File: src/rtl/seq_det_pkg.sv
// Shared types and limits for the parametrised serial-pattern detector.
package seq_det_pkg;

  typedef enum logic [1:0] {IDLE, SEARCH, MATCH} seq_state_t;

  localparam int PAT_LEN_MAX = 32;

endpackage

File: src/rtl/sat_counter.sv
// Saturating up-counter with synchronous clear and synchronous active-low reset.
module sat_counter #(
  parameter int W = 8
) (
  input  logic         clk,
  input  logic         n_rst,
  input  logic         inc,
  input  logic         clr,
  output logic [W-1:0] count
);

  // Clear beats increment; the count holds once it reaches all-ones.
  always_ff @(posedge clk) begin
    if (!n_rst) begin
      count <= '0;
    end else if (clr) begin
      count <= '0;
    end else if (inc && (count != '1)) begin
      count <= count + W'(1);
    end
  end

endmodule

File: src/rtl/seq_detector_param.sv
// Moore serial-pattern detector with loadable pattern, overlap mode and saturating match count.
// Optional don't-care mask on the compare is enabled by defining SEQ_DET_MASK_EN.
module seq_detector_param
  import seq_det_pkg::*;
#(
  parameter int PAT_LEN = 4,
  parameter int CNT_W   = 8
) (
  input  logic               clk,
  input  logic               n_rst,
  input  logic               en,
  input  logic               pat_load,
  input  logic [PAT_LEN-1:0] pattern_in,
`ifdef SEQ_DET_MASK_EN
  input  logic [PAT_LEN-1:0] mask_in,
`endif
  input  logic               overlap,
  input  logic               i_valid,
  input  logic               i,
  input  logic               clr_count,
  output logic               match,
  output logic [CNT_W-1:0]   match_count,
  output logic               busy
);

  localparam int FILL_W = $clog2(PAT_LEN + 1);

  if (PAT_LEN < 2 || PAT_LEN > PAT_LEN_MAX) begin : g_bad_pat_len
    $error("seq_detector_param: PAT_LEN out of range");
  end

  seq_state_t          state_q, state_d;
  logic [PAT_LEN-1:0]  hist_q, hist_d, hist_shift;
  logic [PAT_LEN-1:0]  pat_q;
  logic [PAT_LEN-1:0]  mask_q;
  logic [FILL_W-1:0]   fill_q, fill_d, fill_inc;
  logic                take;
  logic                hit;

`ifdef SEQ_DET_MASK_EN
  always_ff @(posedge clk) begin
    if (!n_rst) begin
      mask_q <= '0;
    end else if (pat_load) begin
      mask_q <= mask_in;
    end
  end
`else
  assign mask_q = '0;
`endif

  // A bit is only consumed while actively searching and not being overridden by en/pat_load.
  always_comb begin
    hist_shift = {hist_q[PAT_LEN-2:0], i};
    fill_inc   = (fill_q == FILL_W'(PAT_LEN)) ? fill_q : fill_q + FILL_W'(1);
    take       = en && !pat_load && (state_q != IDLE) && i_valid;
    hit        = take && (fill_q >= FILL_W'(PAT_LEN - 1)) &&
                 (((hist_shift ^ pat_q) & ~mask_q) == '0);
  end

  always_comb begin
    state_d = state_q;
    hist_d  = hist_q;
    fill_d  = fill_q;
    if (!en) begin
      state_d = IDLE;
      hist_d  = '0;
      fill_d  = '0;
    end else if (pat_load) begin
      state_d = SEARCH;
      hist_d  = '0;
      fill_d  = '0;
    end else begin
      case (state_q)
        IDLE: state_d = SEARCH;
        SEARCH, MATCH: begin
          state_d = SEARCH;
          if (take) begin
            hist_d = hist_shift;
            fill_d = fill_inc;
            // Non-overlapping mode demands PAT_LEN fresh bits after every match.
            if (hit && (state_q == SEARCH || overlap)) begin
              state_d = MATCH;
              if (!overlap) fill_d = '0;
            end
          end
        end
        default: state_d = IDLE;
      endcase
    end
  end

  always_ff @(posedge clk) begin
    if (!n_rst) begin
      state_q <= IDLE;
      hist_q  <= '0;
      fill_q  <= '0;
      pat_q   <= '0;
    end else begin
      state_q <= state_d;
      hist_q  <= hist_d;
      fill_q  <= fill_d;
      if (pat_load) pat_q <= pattern_in;
    end
  end

  sat_counter #(.W(CNT_W)) u_match_cnt (
    .clk   (clk),
    .n_rst (n_rst),
    .inc   (state_d == MATCH),
    .clr   (clr_count),
    .count (match_count)
  );

  assign match = (state_q == MATCH);
  assign busy  = (state_q != IDLE);

endmodule

File: config.mk
export PLATFORM = sky130hd
export DESIGN_NAME = seq_detector_param
export DESIGN_NICKNAME = d
export VERILOG_FILES = /design/src/rtl/seq_det_pkg.sv /design/src/rtl/sat_counter.sv /design/src/rtl/seq_detector_param.sv
export SDC_FILE = /design/constraint.sdc
export NUM_CORES = 1
export LEC_CHECK = 0
export CAP_MARGIN = 25
export CORE_ASPECT_RATIO = 0.6
export CORE_MARGIN = 3
export CORE_UTILIZATION = 45
export DETAILED_ROUTE_END_ITERATION = 10
export PLACE_DENSITY = 0.81
export SKIP_CTS_REPAIR_TIMING = 1
export SYNTH_ARGS = -nofsm -noshare
export SYNTH_HDL_FRONTEND = slang
export SYNTH_SLANG_ARGS = --single-unit
File: constraint.sdc
create_clock -name clk -period 2.1 [get_ports clk]
set_input_delay 0.42 -clock clk [delete_from_list [all_inputs] [get_ports clk]]
set_output_delay 0.42 -clock clk [all_outputs]
set_load 0.05 [all_outputs]
==> impl_metrics.py <==
metrics = {
    "final_layout": {
        "ff_latch_area_um2": 403,
        "nets": 175,
        "multi_input_area_um2": 639,
        "fillCellCount": 182,
        "antenna_cells": 0,
        "syn2layout_area_growth_pct": 31.2,
        "layout-drive-gt1-share_pct": 13.6,
        "final_cells": 184,
        "stdcell_area_um2": 1440,
    },
    "synthesis": {
        "yosysMostFrequentCell": "dfxtp_1",
        "ys_seq_area_share_pct": 36.5,
        "async_reset_ff_share_pct": 0,
        "synth_flop_cell": "dfxtp_1",
        "yosys.area.top_type": "dfxtp_1",
        "synth_top_cell_area_share_pct": 36.5,
        "synthTopCellsByCount": "20 x dfxtp_1, 11 x nor2_1, 10 x a21oi_1",
        "synthDistinctLibCells": 32,
        "yosys_register_bits": 20,
        "ys.warnings.count": 0,
        "syn_avg_cell_area_um2": 8.84,
        "synth_edf_count": 0,
        "synth_fp_nets": 144,
        "synthCells": 124,
        "post_synth_instance_area_um2": 1100,
        "synthTopCellsByArea": "dfxtp_1 37%, ha_1 9.1%, xor2_1 5.6%, a21oi_1 4.6%, mux2i_1 4.6%",
    },
    "floorplanning": {
        "ios": 22,
        "floorplan.initialDensity_pct": 48.8,
        "die_w_um": 69.7,
        "die_h_um": 44.2,
        "num_rows": 13,
        "fp.coreArea_um2": 2240,
        "die_area_um2": 3080,
    },
    "detailed_routing": {
        "wl_met3_um": 193,
        "first_pass_iters": 5,
        "route.detailed.wl_per_inst_um": 13.1,
        "via_count": 1011,
        "totalWireLength_um": 2410,
        "drt-initial-drc-count": 54,
        "avgViaCountPerCell": 5.49,
        "routed-wl-met2_um": 1060,
        "highest-signal-layer": "met4",
        "post-route-drc-count": 0,
        "ant_nets": 0,
        "wl_met1_um": 1140,
    },
    "sta": {
        "fin_crit_sh_pct": 93.7,
        "setup_violations": 0,
        "hold_viol": 0,
        "fin_crit_ps": 1970,
        "finClkSkew_ps": 2.55,
        "worstMarginPinSlew_ps": 512,
        "rsz0062_at_grt": "no",
        "maxSlewHeadroom_pct": 65.8,
        "max_freq_mhz": 508,
        "slew_violations": 0,
    },
    "placed_design": {
        "dp.cells": 179,
        "port_buffers": 21,
        "dp_hpwl_um": 1900,
        "place_area_um2": 1370,
        "routabilityCongestion": 0.765,
    },
    "critical_path": {
        "crit_chain": "clkdlybuf4s50_1, and4bb_1, nor4b_4, nand3_2, or3_1, a21oi_1",
        "worstSetupPathType": "input pin to register",
        "slowest_delay_ps": 480,
        "crit_fanout": 6,
        "arrival_ps": 2160,
        "cp-start-kind": "input pin",
        "crit_slowest_cell": "clkdlybuf4s50_1",
        "endpoint_kind": "register",
        "cp.required_ps": 2290,
        "reg2reg_slack_ps": 160,
    },
    "global_route": {
        "grt_pass1_wl_um": 4000,
        "grt_overflow": 0,
        "grt_max_degree": 12,
        "grt.total_usage_pct": 16.6,
        "antenna_found_initial": 0,
        "grt_pass1_vias": 854,
    },
    "run": {
        "maxCapViolations": 0,
    },
    "worst_hold_path": {
        "hold_class": "register to register",
    },
    "pwr": {
        "leakage_nw": 0.556,
        "worst_ir_drop_vdd_mv": 0.345,
        "power_per_cell_area_nw_per_um2": 526,
    },
    "clocking": {
        "cts_buffers": 3,
        "h-tree-depth": 1,
        "clock_path_buffers": 2,
        "clockRootBuffer": "clkbuf_8",
        "clock_latency_ps": 260,
        "cts_tree": "built",
        "cts.sinks": 20,
        "cts.clk_slew.worst_paths_ps": 70,
    },
    "outcome": {
        "outcome": "finished clean",
    },
}
through the flow:
step | total power (W) | hold WS, ps | utilization, % | setup TNS, ps | worst slack [ps]
2_1_floorplan | 0.000435 | 448 | - | 0 | 74.2
3_3_place_gp | 0.000467 | 457 | 61.1 | 0 | 3.37
3_5_place_dp | 0.000470 | 477 | 61.1 | -274 | -101
4_1_cts | 0.000759 | 488 | 63.6 | 0 | 108
5_1_grt | 0.000790 | 509 | 64.0 | 0 | 22.0
6_report | 0.000757 | 484 | 64.0 | 0 | 131
path summary, 6_finish.rpt:
path / endpoint / start / depth (start not counted)
setup / recovery: u_match_cnt.count[5] / pat_load / 6
hold / removal: hist_q[0] / hist_q[0] / 2
setup reg to reg: u_match_cnt.count[5] / state_q[1] / 7
hold reg to reg: hist_q[0] / hist_q[0] / 2
cells in the final DEF, fill, tap and decap left out, types with 2 or more instances in the layout:
master	synthesis	final
nand3_1	8	8
a211oi_1	2	2
dfxtp_1	20	18
clkbuf_8	0	4
nand4_1	3	3
nor2b_1	4	4
ha_1	8	8
a21oi_1	10	10
nand2_1	7	7
clkdlybuf4s50_1	0	19
buf_4	1	11
nor2_1	11	11
or3_1	4	4
inv_1	8	8
and3_1	3	3
dfxtp_2	0	2
mux2i_1	5	5
o21ai_0	5	5
xor2_1	7	7
and2_1	2	2
final cells by class:
type / count / area share (%)
sequential: 20 / 28.0
inverter: 8 / 2.09
timing repair buffer: 30 / 19.0
clock buffer: 4 / 3.83
tap: 30 / 2.61
multi-input combinational: 92 / 44.5
logic make-up (layout without fill, tap and decap cells):
family	Yosys count	after routing	synth area share [%]
AND/OR/NAND/NOR	52	52	28.4
AO/OA/AOI/OAI	20	20	10.6
flip-flops	20	20	36.5
buffers and inverters	12	42	5.14
adder cells (fa/ha/maj)	8	8	9.13
XOR/XNOR	7	7	5.59
multiplexers	5	5	4.57
flip-flops by register name (all words and copies together), names as in the netlist:
| name | cells |
|---|---|
| u_match_cnt.count | 8 |
| state_q | 2 |
| pat_q | 4 |
| fill_q | 3 |
| hist_q | 3 |
power by group:
group / internal (W) / switching (W)
clock network: 0.000167 / 0.000127
logic: 0.0000388 / 0.0000344
registers: 0.000385 / 0.00000452
total: 0.000591 / 0.000166
per-layer routing:
layer / global-route usage, % / vias to the layer above
li1: - / 492
met1: 22.2 / 481
met2: 26.1 / 36
met3: 5.67 / 2
met4: 3.82 / 0
met5: 0 / -
critical path: cells and delay by family:
kind	cells	cell delay (ps)
and+or+nand+nor	4	1100
buffers and inverters	1	480
AOI/OAI and AO/OA	1	150
(Power assumes the default switching activity.)
